<file path="config.mk">
export PLATFORM = sky130hd
export DESIGN_NAME = panel_switch_scanner
export DESIGN_NICKNAME = d
export VERILOG_FILES = /design/src/rtl/panel_pkg.sv /design/src/rtl/switch_debounce.sv /design/src/rtl/panel_switch_scanner.sv
export SDC_FILE = /design/constraint.sdc
export NUM_CORES = 1
export LEC_CHECK = 0
export ABC_CLOCK_PERIOD_IN_PS = 4300
export CAP_MARGIN = 20
export CORE_MARGIN = 3
export CORE_UTILIZATION = 40
export CTS_CLUSTER_DIAMETER = 150
export CTS_CLUSTER_SIZE = 16
export DETAILED_ROUTE_END_ITERATION = 7
export SYNTH_ARGS = -nofsm -noshare
export SYNTH_HDL_FRONTEND = slang
export SYNTH_HIERARCHICAL = 1
export SYNTH_SLANG_ARGS = --single-unit
export TNS_END_PERCENT = 1
</file>
<file path="constraint.sdc">
create_clock -name clk -period 4.3 [get_ports clk]
set_input_delay 0.86 -clock clk [delete_from_list [all_inputs] [get_ports clk]]
set_output_delay 0.86 -clock clk [all_outputs]
set_load 0.01 [all_outputs]
</file>
<file path="src/rtl/panel_pkg.sv">
// Shared definitions for the front-panel switch scanner and the logic that consumes
// its debounced switch vector.
`timescale 1ns/1ps
package panel_pkg;

  typedef enum logic [1:0] {
    ST_LOAD   = 2'd0,
    ST_SETTLE = 2'd1,
    ST_SHIFT  = 2'd2,
    ST_COMMIT = 2'd3
  } scan_state_t;

  localparam int DEFAULT_NUM_BITS = 32;

  // Bit positions inside the debounced switch vector for the default 32-bit chain.
  typedef enum int {
    SW_DATA_LSB = 0,
    SW_DATA_MSB = 11,
    SW_ADDR_LSB = 12,
    SW_ADDR_MSB = 26,
    SW_EXAMINE  = 27,
    SW_DEPOSIT  = 28,
    SW_STEP     = 29,
    SW_HALT     = 30,
    SW_RUN      = 31
  } panel_switch_e;

endpackage

</file>
<file path="src/rtl/switch_debounce.sv">
// Whole-scan debouncer: accepts a raw scan only after DEBOUNCE_SCANS identical scans
// in a row, then publishes it with a one-cycle valid pulse and per-bit press events.
`timescale 1ns/1ps
module switch_debounce
  import panel_pkg::*;
#(
  parameter int NUM_BITS       = DEFAULT_NUM_BITS,
  parameter int DEBOUNCE_SCANS = 4
) (
  input  logic                clk,
  input  logic                rst_n,
  input  logic                i_commit,
  input  logic [NUM_BITS-1:0] i_raw,
  output logic [NUM_BITS-1:0] o_switches,
  output logic                o_valid,
  output logic [NUM_BITS-1:0] o_pressed
);

  localparam int              CW      = $clog2(DEBOUNCE_SCANS + 1);
  localparam logic [CW-1:0]   CNT_MAX = CW'(DEBOUNCE_SCANS);
  localparam logic [CW-1:0]   CNT_ONE = CW'(1);

  logic [NUM_BITS-1:0] r_cand;
  logic [CW-1:0]       r_count;
  logic [NUM_BITS-1:0] r_switches;
  logic [NUM_BITS-1:0] r_pressed;
  logic                r_valid;

  logic [NUM_BITS-1:0] w_cand_nxt;
  logic [CW-1:0]       w_count_nxt;
  logic                w_accept;

  always_comb begin
    // NOTE: every signal gets a default first so no path leaves it unassigned (no latch).
    w_cand_nxt  = r_cand;
    w_count_nxt = r_count;
    if (i_raw == r_cand) begin
      if (r_count != CNT_MAX) w_count_nxt = r_count + 1'b1;
    end else begin
      w_cand_nxt  = i_raw;
      w_count_nxt = CNT_ONE;
    end
    w_accept = i_commit && (w_count_nxt == CNT_MAX) && (w_cand_nxt != r_switches);
  end

  // NOTE: sequential state uses non-blocking assignments so all flops update together.
  always_ff @(posedge clk or negedge rst_n) begin
    if (!rst_n) begin
      r_cand     <= '0;
      r_count    <= '0;
      r_switches <= '0;
      r_pressed  <= '0;
      r_valid    <= 1'b0;
    end else begin
      if (i_commit) begin
        r_cand  <= w_cand_nxt;
        r_count <= w_count_nxt;
      end
      if (w_accept) r_switches <= w_cand_nxt;
      // Press events are relative to the vector being replaced, and clear after one cycle.
      r_pressed <= w_accept ? (w_cand_nxt & ~r_switches) : '0;
      r_valid   <= w_accept;
    end
  end

  assign o_switches = r_switches;
  assign o_pressed  = r_pressed;
  assign o_valid    = r_valid;

endmodule

</file>
<file path="src/rtl/panel_switch_scanner.sv">
// Front-panel switch reader: drives a 74HC165-style chain with sclk/sload_n,
// deserializes sdata per scan and hands each full scan to the debouncer.
`timescale 1ns/1ps
module panel_switch_scanner
  import panel_pkg::*;
#(
  parameter int NUM_BITS       = DEFAULT_NUM_BITS,
  parameter int CLK_DIV        = 8,
  parameter int DEBOUNCE_SCANS = 4
) (
  input  logic                clk,
  input  logic                rst_n,
  input  logic                sdata,
  output logic                sclk,
  output logic                sload_n,
  output logic [NUM_BITS-1:0] switches,
  output logic                switchesValid,
  output logic [NUM_BITS-1:0] pressed
);

  localparam int            PW        = $clog2(2 * CLK_DIV);
  localparam int            BW        = $clog2(NUM_BITS);
  localparam logic [PW-1:0] HALF_LAST = PW'(CLK_DIV - 1);
  localparam logic [PW-1:0] FULL_LAST = PW'(2 * CLK_DIV - 1);
  localparam logic [BW-1:0] BIT_LAST  = BW'(NUM_BITS - 1);

  scan_state_t         r_state;
  scan_state_t         w_state_nxt;
  logic [PW-1:0]       r_phase;
  logic [BW-1:0]       r_bit;
  logic [1:0]          r_sync;
  logic [NUM_BITS-1:0] r_raw;
  logic                r_sclk;
  logic                r_sload_n;

  logic                w_sdata_sync;
  logic                w_sclk_nxt;
  logic                w_sload_n_nxt;
  logic                w_sample;
  logic                w_commit;

  always_ff @(posedge clk or negedge rst_n) begin
    if (!rst_n) r_sync <= 2'b00;
    else        r_sync <= {r_sync[0], sdata};
  end

  assign w_sdata_sync = r_sync[1];

  always_ff @(posedge clk or negedge rst_n) begin
    if (!rst_n) r_state <= ST_LOAD;
    else        r_state <= w_state_nxt;
  end

  always_comb begin
    w_state_nxt = r_state;
    case (r_state)
      ST_LOAD:   if (r_phase == HALF_LAST) w_state_nxt = ST_SETTLE;
      ST_SETTLE: if (r_phase == HALF_LAST) w_state_nxt = ST_SHIFT;
      ST_SHIFT:  if (r_phase == FULL_LAST && r_bit == BIT_LAST) w_state_nxt = ST_COMMIT;
      ST_COMMIT: w_state_nxt = ST_LOAD;
      default:   w_state_nxt = ST_LOAD;
    endcase
  end

  // Phase counts cycles within a state (or within one bit period while shifting).
  always_ff @(posedge clk or negedge rst_n) begin
    if (!rst_n) begin
      r_phase <= '0;
      r_bit   <= '0;
    end else if (w_state_nxt != r_state) begin
      r_phase <= '0;
      r_bit   <= '0;
    end else if (r_state == ST_SHIFT && r_phase == FULL_LAST) begin
      r_phase <= '0;
      r_bit   <= r_bit + 1'b1;
    end else begin
      r_phase <= r_phase + 1'b1;
    end
  end

  always_comb begin
    w_sload_n_nxt = (r_state != ST_LOAD);
    w_sclk_nxt    = (r_state == ST_SHIFT) && (r_phase > HALF_LAST);
    w_sample      = (r_state == ST_SHIFT) && (r_phase == HALF_LAST);
    w_commit      = (r_state == ST_COMMIT);
  end

  // Chain controls are registered, trailing the state by one cycle; the sample point
  // still lands at the end of each low half, long after the synchronizer has settled.
  always_ff @(posedge clk or negedge rst_n) begin
    if (!rst_n) begin
      r_sclk    <= 1'b0;
      r_sload_n <= 1'b1;
    end else begin
      r_sclk    <= w_sclk_nxt;
      r_sload_n <= w_sload_n_nxt;
    end
  end

  always_ff @(posedge clk or negedge rst_n) begin
    if (!rst_n)        r_raw <= '0;
    else if (w_sample) r_raw <= {r_raw[NUM_BITS-2:0], w_sdata_sync};
  end

  switch_debounce #(
    .NUM_BITS       (NUM_BITS),
    .DEBOUNCE_SCANS (DEBOUNCE_SCANS)
  ) u_debounce (
    .clk        (clk),
    .rst_n      (rst_n),
    .i_commit   (w_commit),
    .i_raw      (r_raw),
    .o_switches (switches),
    .o_valid    (switchesValid),
    .o_pressed  (pressed)
  );

  assign sclk    = r_sclk;
  assign sload_n = r_sload_n;

endmodule

</file>
==> metrics.md, run 1 <==
| Metric | Value |
|---|---|
| Initial antenna violation count | 0 |
| DR pass1 iterations | 4 |
| Met1 Usage GRT | 20.5% |
| Nets@finish | 597 |
| Die width | 136 um |
| P&R area growth vs syn | 20.3% |
| Max Fclk | 332 MHz |
| Cts hold-fix bufs | 0 |
| Endpoint arrival time on the critical path | 3.30 ns |
| Syn Nets | 556 |
| Clock Latency Late Sink | 0.42 ns |
| Clk_skew | 0.00842 ns |
| # DRC | 0 |
| Total setup buffers inserted after CTS | 0 |
| Mapped cell area | 6750 um2 |
| Layout cells sized above 1 | 21.1% |
| Yosys cell types | 42 |
| Area of the multi-input gates | 2660 um2 |
| Power Density | 363 nW/um2 |
| Crit-path slowest cell | nor2_4 |
| Global-route wire length before repair | 21,200 um |
| Design Area, Final | 8120 um2 |
| Setup violators final | 0 |
| Avg Vias per Cell | 4.83 |
| N_diodes | 0 |
| Met3 usage | 3.96% |
| Routed wire length | 13,100 um |
| Crit Reg-Reg Startpoint | r_raw[0] |
| Pleak | 3.74 nW |
| # clock sinks | 147 |
| Final hold violations | 0 |
| TritonCTS clock tree | yes |
| Setup CP Type | register to register |
| Fin Setup TNS | 0 ns |
| CP Cell Sequence | xnor2_1 > nand4_1 > nor4_2 > nand2_1 > nor2_4 > buf_12 > mux2_2 |
| WL per Instance | 16.7 um |
| Crit path buf inv count | 1 |
| Resized cells post-CTS | 0 |
| CP startpoint kind | register |
| DP Cell Count | 753 |
| GRT Residual Overflow | 0 |
| Clk root buf | clkbuf_16 |
| Tmin final | 3.01 ns |
| Status | completed |
| Worst setup startpoint | r_raw[0] |
| Vias in the first global route | 3,875 |
| HPWL Detailed | 8780 um |
| Relative slew slack | 40.2% |
| #FFs+latches synth | 147 |
| Die area | 18,500 um2 |
| Number of top-level pins | 70 |
| Gpl congestion | 0.773 |
| Pin count of the biggest net entering global routing | 98 |
| Area post-placement | 7480 um2 |
| Die Ht | 136 um |
| Unrepaired setup endpoints after global routing | no |
| Iter 0 DRT Violations | 221 |
| IO buf count | 69 |
| Register Area | 3680 um2 |
| GRT Total Usage | 15.1% |
| Initial Util | 41.7% |
| GR Util met2 | 24.2% |
| Worst-margin pin slew | 0.897 ns |
| Worst setup EP type | register |
| Via Count | 3,795 |
| CP max FO | 33 |
| H-tree levels | 4 |
| Max-cap violations | 0 |
| CP peak stage delay | 0.68 ns |
| Worst Hold Class | register to register |
| Mapped Cells | 516 |
| HP Start | r_sync[0] |
| TritonCTS buffer count | 17 |
| Sequential cell area fraction in the yosys report | 54.6% |
| Slew Limit Fails | 0 |
| Period Utilization, post-route | 70.0% |
| Rows | 46 |
| Post-route ant nets | 0 |
| VDD IR max | 0.279 mV |
| GRT Max-Usage Layer | met2 |
| CP delay by family, top | simple AND/OR/NAND/NOR gates |
| Core area | 16,200 um2 |
| Yosys warns | 6 |
| Clock-pin slew on the worst setup and hold paths | 0.06 ns |
| Fin cells | 786 |
| Longest Clk Path Bufs | 2 |
| Critical Path RT | 4.59 ns |
| Avg Inst Size Synth | 13.1 um2 |
| Fillers | 1,427 |
cells in the final DEF, fill, tap and decap left out, types with 2 or more instances in the layout:
cell             instances
dfrtp_1                146
clkdlybuf4s50_1         68
mux2_2                  49
ha_1                    37
inv_1                   36
and2_1                  35
xnor2_1                 34
mux2_4                  30
clkbuf_16               17
mux2_1                  17
nand4_1                 16
nand3_1                 10
a21oi_1                  9
nor2_1                   7
nand2_1                  6
o21ai_0                  4
clkinv_2                 4
clkbuf_8                 4
bufinv_16                3
buf_12                   3
o22ai_1                  2
nand3b_1                 2
nor3_1                   2
or3_1                    2
clkbuf_1                 2
nor4_2                   2
nor4_1                   2
final timing paths:
check,end,slack (ns),depth (start not counted)
max reg2reg,u_debounce/o_switches[6],1.29,7
min,r_sync[1],0.35,0
max in group asynchronous,sload_n,2.91,2
max,u_debounce/o_switches[6],1.29,7
min in group asynchronous,u_debounce/o_pressed[13],0.55,1
min reg2reg,r_sync[1],0.35,0
cell type report:
cell class              instances  area share, %
inverters                      36           1.66
multi-input cells             282           32.7
well taps                     216           3.33
clock buffers                  23           6.01
repair buffers                 73           9.36
clock inverters                 9           1.56
flip-flops and latches        147           45.3
flip-flops by register name (all words and copies together) (netlist names):
name	flops
u_debounce/o_pressed	32
r_sync	2
u_debounce/r_cand	32
u_debounce/r_count	3
r_phase	4
r_raw	32
u_debounce/o_valid	1
sload_n	1
sclk	1
r_bit	5
u_debounce/o_switches	32
r_state	2
per-stage QoR:
| step | setup WS [ns] | total power, mW | hold slack [ns] | utilization (%) |
|---|---|---|---|---|
| CTS | 1.21 | 2.99 | 0.354 | 50.1 |
| floorplan | 2.26 | 1.42 | 0.331 | - |
| global placement | 1.26 | 1.45 | 0.338 | 46.3 |
| global route | 1.07 | 3.05 | 0.365 | 50.2 |
| finish | 1.29 | 2.95 | 0.351 | 50.2 |
| detailed placement | 1.24 | 1.45 | 0.340 | 46.3 |
synth_stat cells (all sizes together):
cell type / count / share of area (%)
or2: 1 / 0.093
a21oi: 9 / 0.67
mux2i: 1 / 0.15
a41o: 1 / 0.15
and3: 2 / 0.19
a41oi: 1 / 0.13
nor2b: 1 / 0.093
nand3: 10 / 0.74
inv: 36 / 2.0
ha: 37 / 6.9
o22ai: 2 / 0.19
dfrtp: 146 / 54
nor3: 2 / 0.15
mux2: 96 / 18
and4: 1 / 0.13
o211ai: 1 / 0.11
nand3b: 2 / 0.22
nand2: 6 / 0.33
a211o: 1 / 0.13
o21ai: 4 / 0.30
o31ai: 1 / 0.11
nand4: 16 / 1.5
and2: 35 / 3.2
or4: 1 / 0.11
or3: 2 / 0.19
and3b: 1 / 0.13
xnor2: 34 / 4.4
nor4: 4 / 0.56
and2b: 1 / 0.11
dfstp: 1 / 0.39
clkbuf: 38 / 2.2
buf: 13 / 2.0
nor4bb: 1 / 0.15
nor2: 8 / 0.45
metal layers:
layer	vias to the layer above	wire, um
met3	12	411
met4	0	139
met2	52	6350
li1	1809	-
met5	-	0
met1	1922	6250
power by group:
group,internal [mW],switching (mW)
Clock,0.971,0.549
Sequential,1.39,0.00234
Combinational,0.00766,0.0310
logic make-up (layout without fill, tap and decap cells):
logic type                 count (synthesis)  in the layout  synth area share, %
DFF                                      147            147                 54.6
adders and majority gates                 37             37                 6.86
and+or+nand+nor                           94             94                 8.37
muxes                                     97             97                 17.8
buffers and inverters                     87            141                 6.18
AOI/OAI and AO/OA                         20             20                 1.78
xor gates and xnor gates                  34             34                 4.41
Note: power is estimated with default switching activity, not from simulation.
==> run 2, diff against run 1 <==
--- a/config.mk
+++ b/config.mk
@@ -5,7 +5,7 @@
 export SDC_FILE = /design/constraint.sdc
 export NUM_CORES = 1
 export LEC_CHECK = 0
-export ABC_CLOCK_PERIOD_IN_PS = 4300
+export ABC_CLOCK_PERIOD_IN_PS = 2630
 export CAP_MARGIN = 20
 export CORE_MARGIN = 3
 export CORE_UTILIZATION = 40
==> constraint.sdc (replaced) <==
create_clock -name clk -period 2.63 [get_ports clk]
set_input_delay 0.526 -clock clk [delete_from_list [all_inputs] [get_ports clk]]
set_output_delay 0.526 -clock clk [all_outputs]
set_load 0.01 [all_outputs]
==> run 2 against run 1 <==
  * Sequential share of layout area down 0.35 points
  * Final cell count up 2.0%
  * Design area up 0.77%
  * Critical endpoint is now u_debounce/o_switches[7]
  * Wire length up 0.37%
  * Clock-buffer cell count up 2
  * Sequential power up 63%
==> metrics.md, run 2 (synthesis gave the netlist of run 1 again) <==
| Metric | Value |
|---|---|
| Die width | 136 um (unchanged) |
| Pleak | 3.80 nW (was 3.74 nW) |
| WL per Instance | 16.5 um (was 16.7 um) |
| Pin count of the biggest net entering global routing | 58 (was 98) |
| Worst-margin pin slew | 0.500 ns (was 0.897 ns) |
| Routed wire length | 13,200 um (was 13,100 um) |
| # clock sinks | 147 (unchanged) |
| Status | completed (unchanged) |
| Rows | 46 (unchanged) |
| Relative slew slack | 66.7% (was 40.2%) |
| Crit path buf inv count | 1 (unchanged) |
| CP peak stage delay | 0.47 ns (was 0.68 ns) |
| Vias in the first global route | 4,179 (was 3,875) |
| Commonest cells after routing, fill and taps aside | dfrtp_1, clkdlybuf4s50_1, mux2_2 (unchanged) |
| Clk root buf | clkbuf_16 (unchanged) |
| Max Fclk | 410 MHz (was 332 MHz) |
| CP delay by family, top | simple AND/OR/NAND/NOR gates (unchanged) |
| Nets@finish | 615 (was 597) |
| Switch share | 20.4% (was 19.8%) |
| TritonCTS clock tree | yes (unchanged) |
| Core Util, Final | 50.6% (was 50.2%) |
| GRT Residual Overflow | 0 (unchanged) |
| DP Cell Count | 770 (was 753) |
| Global-route wire length before repair | 22,000 um (was 21,200 um) |
| Clock-pin slew on the worst setup and hold paths | 0.05 ns (was 0.06 ns) |
| TritonCTS buffer count | 17 (unchanged) |
| Sequential power share | 50.6% (was 47.1%) |
| Die Ht | 136 um (unchanged) |
| Crit Reg-Reg Startpoint | r_raw[0] (unchanged) |
| Clk_skew | 0.0112 ns (was 0.00842 ns) |
| Power Density | 548 nW/um2 (was 363 nW/um2) |
| Die area | 18,500 um2 (unchanged) |
| Longest Clk Path Bufs | 2 (unchanged) |
| Initial antenna violation count | 0 (unchanged) |
| Slew Limit Fails | 0 (unchanged) |
| CP max FO | 16 (was 33) |
| Register Area | 3680 um2 (unchanged) |
| Layout cells sized above 1 | 23.0% (was 21.1%) |
| IO buf count | 69 (unchanged) |
| CP Cell Sequence | xnor2_1 > nand4_1 > nor4_2 > nand2_1 > nor2_4 > buf_4 > mux2_2 (was xnor2_1 > nand4_1 > nor4_2 > nand2_1 > nor2_4 > buf_12 > mux2_2) |
| HPWL Detailed | 9410 um (was 8780 um) |
| Area of the multi-input gates | 2660 um2 (about the same) |
| Avg Vias per Cell | 4.87 (was 4.83) |
| Tmin final | 2.44 ns (was 3.01 ns) |
| Critical Path RT | 2.93 ns (was 4.59 ns) |
| Commonest non-fill, non-tap cell in the layout | dfrtp_1 (unchanged) |
| Core area | 16,200 um2 (unchanged) |
| Max-cap violations | 0 (unchanged) |
| Cts hold-fix bufs | 0 (unchanged) |
| Period Utilization, post-route | 92.8% (was 70.0%) |
| Part of the power in the clock network | 47.9% (was 51.6%) |
| Initial Util | 41.7% (unchanged) |
| Fin cells | 802 (was 786) |
| DR pass1 iterations | 4 (unchanged) |
| CP startpoint kind | register (unchanged) |
| Number of top-level pins | 70 (unchanged) |
| N_diodes | 0 (unchanged) |
| Final hold violations | 0 (unchanged) |
| Setup violators final | 0 (unchanged) |
| Total power | 4.48 mW (was 2.95 mW) |
| VDD IR max | 0.436 mV (was 0.279 mV) |
| Worst setup startpoint | r_raw[0] (unchanged) |
| # DRC | 0 (unchanged) |
| Post-route ant nets | 0 (unchanged) |
| P&R area growth vs syn | 21.3% (was 20.3%) |
| Register-to-register setup slack | 0.19 ns (was 1.29 ns) |
| Unrepaired setup endpoints after global routing | no (unchanged) |
| Clock Latency Late Sink | 0.42 ns (about the same) |
| Iter 0 DRT Violations | 197 (was 221) |
| Crit-path slowest cell | dfrtp_1 (was nor2_4) |
| Cell Int Power | 3.57 mW (was 2.36 mW) |
| Fillers | 1,376 (was 1,427) |
| Worst setup EP type | register (unchanged) |
| GRT Total Usage | 15.6% (was 15.1%) |
| Gpl congestion | 0.743 (was 0.773) |
| H-tree levels | 4 (unchanged) |
| Setup CP Type | register to register (unchanged) |
| Post-Place Worst Slack | -0.0734 ns (was 1.24 ns) |
| Endpoint arrival time on the critical path | 2.74 ns (was 3.30 ns) |
| Combinational power share | 1.5% (was 1.3%) |
| Via Count | 3,906 (was 3,795) |
| Worst Hold Class | input pin to async pin (was register to register) |
| Setup WS post-layout | 0.189 ns (was 1.29 ns) |
| Psw | 0.915 mW (was 0.583 mW) |
-- run 2: path summary, 6_finish.rpt --
path                       cells after the start                       end
max                                            7  u_debounce/o_switches[7]
min                                            1     u_debounce/r_cand[13]
max reg2reg                                    7  u_debounce/o_switches[7]
min reg2reg                                    0                 r_sync[1]
max in group asynchronous                      2                   sload_n
min in group clk                               0                 r_sync[1]
-- run 2: what timing repair did --
item / CTS / global route
setup endpoints to repair: 20 / 7
cloned: 0 / 0
pin swaps: 1 / 0
resized for setup: 0 / 1
buffers inserted: 2 / 0
-- run 2: per-stage QoR --
stage                     TNS [ns]  hold WS [ns]  cell area, um2
after floorplan                  0         0.230            6750
after global placement      -0.593         0.342            7630
after detailed placement    -0.719         0.344            7630
after CTS                        0        0.0401            8170
after global routing             0        0.0489            8180
final                            0        0.0390            8180
-- run 2: layer usage --
| metal | GRT usage [%] | part of all wire, % | vias to the layer above |
|---|---|---|---|
| li1 | - | - | 1844 |
| met1 | 20.0 | 45 | 1960 |
| met2 | 25.5 | 49 | 83 |
| met3 | 4.59 | 4.5 | 19 |
| met4 | 4.98 | 1.6 | 0 |
| met5 | 0 | 0 | - |
-- run 2: cell type report --
cell class	count	area share (%)
sequential	147	45.0
multi-input combinational	282	32.6
timing repair buffer	91	11.1
clock buffer	25	6.06
tap	216	3.30
inverter	36	1.65
clock inverter	5	0.337
-- run 2: power by group through the flow --
stage | clock network, mW | logic [mW] | registers, mW
global placement | 0 | 0.0722 | 2.31
global route | 2.30 | 0.0797 | 2.27
floorplan | 0 | 0.0107 | 2.31
detailed placement | 0 | 0.0734 | 2.31
finish | 2.15 | 0.0682 | 2.27
CTS | 2.20 | 0.0734 | 2.27
